File: src/rtl/cms_trace_engine_if.sv
// AXI-Stream bundle carrying trace packets from cms_trace_engine to the DMA.
interface cms_trace_engine_if #(
    parameter int DATA_W = 128
);
    logic              tvalid;
    logic              tready;
    logic [DATA_W-1:0] tdata;
    logic              tlast;

    modport master (output tvalid, output tdata, output tlast, input tready);
    modport slave  (input tvalid, input tdata, input tlast, output tready);
endinterface

File: src/rtl/cms_trace_engine.sv
// Trace capture engine: trigger FSM, range filters, timestamping and packet FIFO drained over AXI-Stream.
// Optional overflow markers are enabled by defining CMS_OVERFLOW_MARKER_EN.
module cms_trace_engine #(
    parameter int XLEN            = 64,
    parameter int INSTR_W         = 32,
    parameter int TS_W            = 32,
    parameter int NUM_RANGES      = 4,
    parameter int FIFO_DEPTH      = 16,
    parameter int WFI_STOP_CYCLES = 255,
    parameter int CTRL_ADDR_W     = 5
) (
    input  logic                   clk,
    input  logic                   rst,
    input  logic                   en,
    input  logic [XLEN-1:0]        pc,
    input  logic [INSTR_W-1:0]     instr,
    input  logic                   pc_valid,
    input  logic [CTRL_ADDR_W-1:0] ctrl_addr,
    input  logic [XLEN-1:0]        ctrl_wdata,
    input  logic                   ctrl_we,
    input  logic [15:0]            tlast_interval,
    cms_trace_engine_if.master     M_AXIS,
    output logic [1:0]             state,
    output logic [15:0]            drop_count
);
    localparam int DATA_W = INSTR_W + TS_W + XLEN;
    localparam int PTR_W  = $clog2(FIFO_DEPTH);
    localparam int WFI_W  = $clog2(WFI_STOP_CYCLES + 1);
    localparam logic [INSTR_W-1:0] WFI_INSTR = INSTR_W'(32'h1050_0073);

    typedef enum logic [1:0] {IDLE = 2'd0, ARMED = 2'd1, TRACING = 2'd2, DONE = 2'd3} state_t;

    state_t state_q, state_d;
    logic start_en_q, start_en_d, end_en_q, end_en_d;
    logic [NUM_RANGES-1:0] range_en_q, range_en_d;
    logic [XLEN-1:0] start_addr_q, start_addr_d, end_addr_q, end_addr_d;
    logic [NUM_RANGES-1:0][XLEN-1:0] lo_q, lo_d, hi_q, hi_d;
    logic [WFI_W-1:0] wfi_cnt_q, wfi_cnt_d;
    logic [TS_W-1:0] delta_q, delta_d;
    logic cap_valid_q, cap_valid_d, cap_end_q, cap_end_d;
    logic [DATA_W-1:0] cap_data_q, cap_data_d;
    logic [15:0] tl_cnt_q, tl_cnt_d, drop_q, drop_d;
    logic [PTR_W-1:0] wr_ptr_q, wr_ptr_d, rd_ptr_q, rd_ptr_d;
    logic [PTR_W:0] count_q, count_d;
    logic [DATA_W:0] mem_q [FIFO_DEPTH];

    logic [NUM_RANGES-1:0] in_range;
    logic filter_pass, start_hit, end_hit, wfi_valid, wfi_last, enter, capture;
    logic pop, space, push, push_cap, drop, marker_push, tl_hit, cap_last;
    logic [DATA_W:0] push_word, head;

    always_comb begin
        start_en_d   = start_en_q;
        end_en_d     = end_en_q;
        range_en_d   = range_en_q;
        start_addr_d = start_addr_q;
        end_addr_d   = end_addr_q;
        lo_d         = lo_q;
        hi_d         = hi_q;
        if (ctrl_we) begin
            if (ctrl_addr == CTRL_ADDR_W'(0)) begin
                start_en_d = ctrl_wdata[0];
                end_en_d   = ctrl_wdata[1];
                range_en_d = ctrl_wdata[2 +: NUM_RANGES];
            end
            if (ctrl_addr == CTRL_ADDR_W'(1)) start_addr_d = ctrl_wdata;
            if (ctrl_addr == CTRL_ADDR_W'(2)) end_addr_d = ctrl_wdata;
            for (int i = 0; i < NUM_RANGES; i++) begin
                if (ctrl_addr == CTRL_ADDR_W'(3 + 2 * i)) lo_d[i] = ctrl_wdata;
                if (ctrl_addr == CTRL_ADDR_W'(4 + 2 * i)) hi_d[i] = ctrl_wdata;
            end
        end
    end

    always_comb begin
        in_range = '0;
        for (int i = 0; i < NUM_RANGES; i++) begin
            in_range[i] = range_en_q[i] && (pc >= lo_q[i]) && (pc <= hi_q[i]);
        end
        filter_pass = (range_en_q == '0) || (|in_range);
    end

    assign start_hit = pc_valid && (pc == start_addr_q);
    assign end_hit   = pc_valid && end_en_q && (pc == end_addr_q);
    assign wfi_valid = pc_valid && (instr == WFI_INSTR);
    assign wfi_last  = wfi_valid && (wfi_cnt_q == WFI_W'(WFI_STOP_CYCLES - 1));

    always_comb begin
        state_d   = state_q;
        wfi_cnt_d = '0;
        case (state_q)
            IDLE:    state_d = start_en_q ? ARMED : TRACING;
            ARMED:   if (start_hit) state_d = TRACING;
            TRACING: begin
                wfi_cnt_d = wfi_cnt_q;
                if (pc_valid) wfi_cnt_d = wfi_valid ? wfi_cnt_q + WFI_W'(1) : '0;
                if (end_hit || wfi_last) state_d = DONE;
            end
            default: state_d = state_q;
        endcase
        if (!en) state_d = IDLE;
    end

    // The start-trigger sample is captured in the same cycle the FSM leaves ARMED, with a zero delta.
    always_comb begin
        enter       = (state_d == TRACING) && (state_q != TRACING);
        capture     = pc_valid && filter_pass &&
                      ((state_q == TRACING) || ((state_q == ARMED) && (state_d == TRACING)));
        cap_valid_d = capture;
        cap_end_d   = end_hit && (state_q == TRACING);
        cap_data_d  = {instr, (enter ? {TS_W{1'b0}} : delta_q), pc};
        if (capture || enter) delta_d = TS_W'(1);
        else if (delta_q == {TS_W{1'b1}}) delta_d = delta_q;
        else delta_d = delta_q + TS_W'(1);
    end

    assign head           = mem_q[rd_ptr_q];
    assign M_AXIS.tvalid  = (count_q != '0);
    assign M_AXIS.tdata   = M_AXIS.tvalid ? head[DATA_W-1:0] : '0;
    assign M_AXIS.tlast   = M_AXIS.tvalid && head[DATA_W];
    assign pop            = M_AXIS.tvalid && M_AXIS.tready;
    assign space          = (count_q != (PTR_W+1)'(FIFO_DEPTH)) || pop;
    assign push_cap       = cap_valid_q && space && !marker_push;
    assign drop           = cap_valid_q && !push_cap;
    assign push           = push_cap || marker_push;
    assign tl_hit         = (tlast_interval != 16'd0) && ((tl_cnt_q + 16'd1) == tlast_interval);
    assign cap_last       = cap_end_q || tl_hit;

`ifdef CMS_OVERFLOW_MARKER_EN
    logic [XLEN-1:0] tally_q, tally_d;
    assign marker_push = space && (tally_q != '0);
    assign push_word   = marker_push ? {1'b0, {INSTR_W{1'b1}}, {TS_W{1'b0}}, tally_q}
                                     : {cap_last, cap_data_q};
    always_comb begin
        tally_d = tally_q;
        if (marker_push) tally_d = XLEN'(drop);
        else if (drop) tally_d = tally_q + XLEN'(1);
    end
    always_ff @(posedge clk) begin
        if (rst) tally_q <= '0;
        else     tally_q <= tally_d;
    end
`else
    assign marker_push = 1'b0;
    assign push_word   = {cap_last, cap_data_q};
`endif

    always_comb begin
        tl_cnt_d = tl_cnt_q;
        if (push_cap) tl_cnt_d = cap_last ? 16'd0 : tl_cnt_q + 16'd1;
        drop_d   = (drop && (drop_q != 16'hFFFF)) ? drop_q + 16'd1 : drop_q;
        wr_ptr_d = push ? wr_ptr_q + PTR_W'(1) : wr_ptr_q;
        rd_ptr_d = pop ? rd_ptr_q + PTR_W'(1) : rd_ptr_q;
        count_d  = count_q + (PTR_W+1)'(push) - (PTR_W+1)'(pop);
    end

    always_ff @(posedge clk) begin
        if (push) mem_q[wr_ptr_q] <= push_word;
    end

    always_ff @(posedge clk) begin
        if (rst) begin
            state_q      <= IDLE;
            start_en_q   <= 1'b0;
            end_en_q     <= 1'b0;
            range_en_q   <= '0;
            start_addr_q <= '0;
            end_addr_q   <= '0;
            lo_q         <= '0;
            hi_q         <= '1;
            wfi_cnt_q    <= '0;
            delta_q      <= '0;
            cap_valid_q  <= 1'b0;
            cap_end_q    <= 1'b0;
            cap_data_q   <= '0;
            tl_cnt_q     <= '0;
            drop_q       <= '0;
            wr_ptr_q     <= '0;
            rd_ptr_q     <= '0;
            count_q      <= '0;
        end else begin
            state_q      <= state_d;
            start_en_q   <= start_en_d;
            end_en_q     <= end_en_d;
            range_en_q   <= range_en_d;
            start_addr_q <= start_addr_d;
            end_addr_q   <= end_addr_d;
            lo_q         <= lo_d;
            hi_q         <= hi_d;
            wfi_cnt_q    <= wfi_cnt_d;
            delta_q      <= delta_d;
            cap_valid_q  <= cap_valid_d;
            cap_end_q    <= cap_end_d;
            cap_data_q   <= cap_data_d;
            tl_cnt_q     <= tl_cnt_d;
            drop_q       <= drop_d;
            wr_ptr_q     <= wr_ptr_d;
            rd_ptr_q     <= rd_ptr_d;
            count_q      <= count_d;
        end
    end

    assign state      = state_q;
    assign drop_count = drop_q;
endmodule

File: src/flat_wrapper.sv
// flat-port wrapper written by rule: the top's interface ports become plain ports
module cms_trace_engine_flat 
#(
    parameter int XLEN            = 64,
    parameter int INSTR_W         = 32,
    parameter int TS_W            = 32,
    parameter int NUM_RANGES      = 4,
    parameter int FIFO_DEPTH      = 16,
    parameter int WFI_STOP_CYCLES = 255,
    parameter int CTRL_ADDR_W     = 5
)
  (clk, rst, en, pc, instr, pc_valid, ctrl_addr, ctrl_wdata, ctrl_we, tlast_interval, state, drop_count, M_AXIS_tvalid, M_AXIS_tdata, M_AXIS_tlast, M_AXIS_tready);
  cms_trace_engine_if #(.DATA_W(128)) M_AXIS_i ();
  input  logic clk;
  input  logic rst;
  input  logic en;
  input  logic [XLEN-1:0] pc;
  input  logic [INSTR_W-1:0] instr;
  input  logic pc_valid;
  input  logic [CTRL_ADDR_W-1:0] ctrl_addr;
  input  logic [XLEN-1:0] ctrl_wdata;
  input  logic ctrl_we;
  input  logic [15:0] tlast_interval;
  output logic [1:0] state;
  output logic [15:0] drop_count;
  output wire logic [$bits(M_AXIS_i.tvalid)-1:0] M_AXIS_tvalid;
  output wire logic [$bits(M_AXIS_i.tdata)-1:0] M_AXIS_tdata;
  output wire logic [$bits(M_AXIS_i.tlast)-1:0] M_AXIS_tlast;
  input wire logic [$bits(M_AXIS_i.tready)-1:0] M_AXIS_tready;
  assign M_AXIS_tvalid = M_AXIS_i.tvalid;
  assign M_AXIS_tdata = M_AXIS_i.tdata;
  assign M_AXIS_tlast = M_AXIS_i.tlast;
  assign M_AXIS_i.tready = M_AXIS_tready;
  cms_trace_engine #(.XLEN(XLEN), .INSTR_W(INSTR_W), .TS_W(TS_W), .NUM_RANGES(NUM_RANGES), .FIFO_DEPTH(FIFO_DEPTH), .WFI_STOP_CYCLES(WFI_STOP_CYCLES), .CTRL_ADDR_W(CTRL_ADDR_W)) u_core (.clk(clk), .rst(rst), .en(en), .pc(pc), .instr(instr), .pc_valid(pc_valid), .ctrl_addr(ctrl_addr), .ctrl_wdata(ctrl_wdata), .ctrl_we(ctrl_we), .tlast_interval(tlast_interval), .M_AXIS(M_AXIS_i), .state(state), .drop_count(drop_count));
endmodule
File: config.mk
export PLATFORM = sky130hd
export DESIGN_NAME = cms_trace_engine_flat
export DESIGN_NICKNAME = d
export VERILOG_FILES = /design/src/rtl/cms_trace_engine_if.sv /design/src/rtl/cms_trace_engine.sv /design/src/flat_wrapper.sv
export SDC_FILE = /design/constraint.sdc
export NUM_CORES = 2
export LEC_CHECK = 0
export BUFFER_PORTS_ARGS = -buffer_cell sky130_fd_sc_hd__buf_2
export CAP_MARGIN = 10
export CORE_ASPECT_RATIO = 1.75
export CORE_MARGIN = 2
export CORE_UTILIZATION = 50
export DETAILED_ROUTE_END_ITERATION = 10
export PLACE_DENSITY = 0.66
export SLEW_MARGIN = 20
export SYNTH_ARGS = -nofsm -noshare
export SYNTH_HDL_FRONTEND = slang
export SYNTH_SLANG_ARGS = --single-unit
File: constraint.sdc
create_clock -name clk -period 34 [get_ports clk]
set_input_delay 6.8 -clock clk [delete_from_list [all_inputs] [get_ports clk]]
set_output_delay 6.8 -clock clk [all_outputs]
set_load 0.01 [all_outputs]
==> key figures <==
STA
  • Final Worst Setup Slack: between 20 and 25 ns
  • Max-Slew Margin vs Limit: 23.4%
  • Fin crit period: between 10 and 15 ns
  • Least-Margin Pin Slew: between 1 and 1.5 ns
  • RSZ-0062 raised after global routing: false
  • Final Max Slew Viols: 0
  • Worst hold margin: 0.454 ns
  • Final setup fails: 0
  • Setup_tns: 0 ns
  • Fin crit share: 37.3%
  • Final hold viol count: 0
  • Clock Skews: 0.0524 ns
  • FMAX: 78.8 MHz

Layout
  • Area Overhead vs Synth: 11.7%
  • Final Cell Area: 138,000 sq um
  • FILL cells: a little under 20,000
  • Share of layout cells above drive strength 1: 17.1%
  • Most common cell after layout, fill and taps aside: edfxtp_1
  • Final #Nets: 9,779
  • Commonest non-fill, non-tap cells in the layout: 2,064 x edfxtp_1, 1,471 x nand2_1, 863 x dfxtp_1

Placed design
  • Dpl ws: 21.84 ns
  • HPWL after DPL: 208,000 um
  • Port buffer count: 334
  • Placed cell area: 129,000 sq um
  • GPL Wtd Cong: approximately 0.96

Clock tree
  • Clk_lat worst skew: around 0.86 ns
  • Root buf cell: clkbuf_16
  • Clock buffer depth: 4
  • Clk slew on worst S/H paths: 0.06 ns
  • H-tree Lvls: 5
  • Count of clock tree sinks: 2,931
  • CTS tree: built
  • Post-CTS Hold Buffers: 0
  • Post-CTS setup buffers: 0
  • CTS buffer count: 277
  • CTS resizes: 0

Synthesis
  • Yosys reg bits: 2,931
  • Yosys cell types: 89
  • Synthesized area: 124,000 sq um
  • Synth Flop Type: edfxtp_1
  • Leading post-synthesis cells by cell area: edfxtp_1 50%, dfxtp_1 14%, mux4_2 12%
  • Number of synthesized flops with an enable pin: roughly 2,100
  • Syn nets: ~9,500
  • Post-Syn Instances: 8,802
  • Most area-hungry cell type in the Yosys netlist: edfxtp_1
  • Seq/Total Area, Yosys: 64.2%
  • Yosys warning total: 0
  • Synth top area share: 50.1%
  • Async set-reset flop share out of synthesis: 0%
  • Syn avg cell area: 14.0 sq um

Setup path
  • Crit path kind: reg -> out
  • Reg-to-reg startpoint: u_core.count_q[2]
  • Cell chain of the critical path: buf_6 -> buf_4 -> buf_4 -> mux4_2 -> mux4_2 -> and2_1 -> buf_2
  • Max incr delay on CP: 0.98 ns
  • Slowest cell on the critical path: buf_4
  • WP data required: 27.20 ns
  • Peak fanout along the critical path: between 70 and 80
  • CP Launch Type: register
  • CP Capture Type: primary output
  • Worst EP arrival: approximately 5.9 ns

Die
  • Chip Height: 662 um
  • # IOs: 335
  • Initial Utilization: 50.3%
  • Core Region: 246,000 sq um
  • Row count: ~240
  • Chip width: 380 um
  • Die area: 251,000 sq um

Power and ir drop
  • Peak VDD IR: 0.0532 mV
  • Power Density: 61.0 nW/um^2
  • Leakage Power: 49.4 nW
  • Overall power: 8.43 mW

Detailed routing
  • Avg WL per Cell: approximately 27 um
  • Number of DRC violations after detailed-routing iteration 0: 6,945
  • Pre-Repair DR Iteration Count: 6
  • Vias: between 70,000 and 80,000
  • Post-route ant nets: 0
  • Number of DRC violations after detailed routing: 0
  • DRT Wirelength: 345,000 um
  • Via/cell ratio: 5.93

Global routing
  • Antenna violations before repair: 42
  • GRT Resource Usage Total: about 27%
  • Global-route wire length before repair: 501,000 um
  • Total grt overflow: 0
  • Vias in the first global route: 75,700
  • Largest net degree at the start of global routing: 165

Flow run
  • Max_cap viols: 0

Min path
  • Hold Crit Start: u_core.lo_q[80]
  • HP Class: reg -> reg

Status
  • Status: complete, no violations
-- layer usage --
| metal | GRT usage [%] | vias to the layer above | wire, um |
|---|---|---|---|
| met5 | 0 | - | 230 |
| met2 | 46.1 | 2777 | 171000 |
| met3 | 4.51 | 809 | 22600 |
| li1 | - | 32900 | - |
| met1 | 33.1 | 38100 | 130000 |
| met4 | 14.6 | 34 | 20700 |
-- report_power, final --
part / total (mW) / internal [mW] / leakage, nW / switching [mW]
Sequential: 3.88 / 3.83 / 26.1 / 0.0539
Combinational: 1.39 / 0.648 / 18.8 / 0.737
Clock: 3.16 / 1.83 / 4.47 / 1.33
Total: 8.43 / 6.30 / 49.4 / 2.13
-- cell families after synthesis --
logic type / share of synthesized area [%]
flip-flops: 64.2
AND/OR/NAND/NOR: 10.1
buffers and inverters: 3.13
AO/OA/AOI/OAI: 4.25
multiplexers: 11.8
adder cells (fa/ha/maj): 5.36
XOR/XNOR: 1.20
-- stage by stage --
stage / utilization, % / instances
after floorplan: - / 8802
after global placement: 52.4 / 12100
after CTS: 56.1 / 12600
final: 56.1 / 12600
after detailed placement: 52.4 / 12100
after global routing: 56.1 / 12600
-- sequential cells by signal, summed over array words and instances (netlist names), named ones only --
signal               flops
u_core.mem_q          2064
u_core.hi_q            256
u_core.lo_q            256
u_core.cap_data_q      128
u_core.end_addr_q       64
u_core.start_addr_q     64
u_core.delta_q          32
u_core.drop_count       16
u_core.tl_cnt_q         16
u_core.wfi_cnt_q         8
u_core.count_q           5
u_core.range_en_q        4
u_core.rd_ptr_q          4
u_core.wr_ptr_q          4
u_core.state             2
u_core.cap_end_q         1
u_core.cap_valid_q       1
u_core.end_en_q          1
u_core.start_en_q        1
-- worst paths after layout --
kind | end | slack (ns) | cells past startpoint
setup reg to reg | u_core.mem_q[15][46] | 28.52 | 11
hold / removal | u_core.lo_q[80] | 0.45 | 2
setup / recovery | M_AXIS_tdata[12] | 21.31 | 7
hold reg to reg | u_core.lo_q[80] | 0.45 | 2
-- cell type report --
cell class              instances  area, sq um  share of cell area [%]
inverters                     556         2090                    1.51
multi-input cells            4852        40700                    29.5
flip-flops and latches       2931        79400                    57.5
clock buffers                 373         7750                    5.61
diodes                         26         65.1                  0.0471
well taps                    3280         4100                    2.97
clock inverters               115         1380                    1.00
repair buffers                445         2660                    1.93
-- Yosys cell counts (127+ instances only) --
cell,count
nand4_1,127
inv_1,556
mux4_2,645
clkbuf_1,410
a21oi_1,608
dfxtp_1,867
nand3b_1,262
ha_1,528
nand2_1,1479
nor2_1,157
edfxtp_1,2064
and2_1,168
-- worst max-delay path, delay by kind of cell (launching register included) --
| family | cells | cell delay (ns) |
|---|---|---|
| buf+inv | 4 | 2.86 |
| flops | 1 | 0.86 |
| mux | 2 | 0.89 |
| simple gates | 1 | 0.29 |
(Power assumes the default switching activity.)
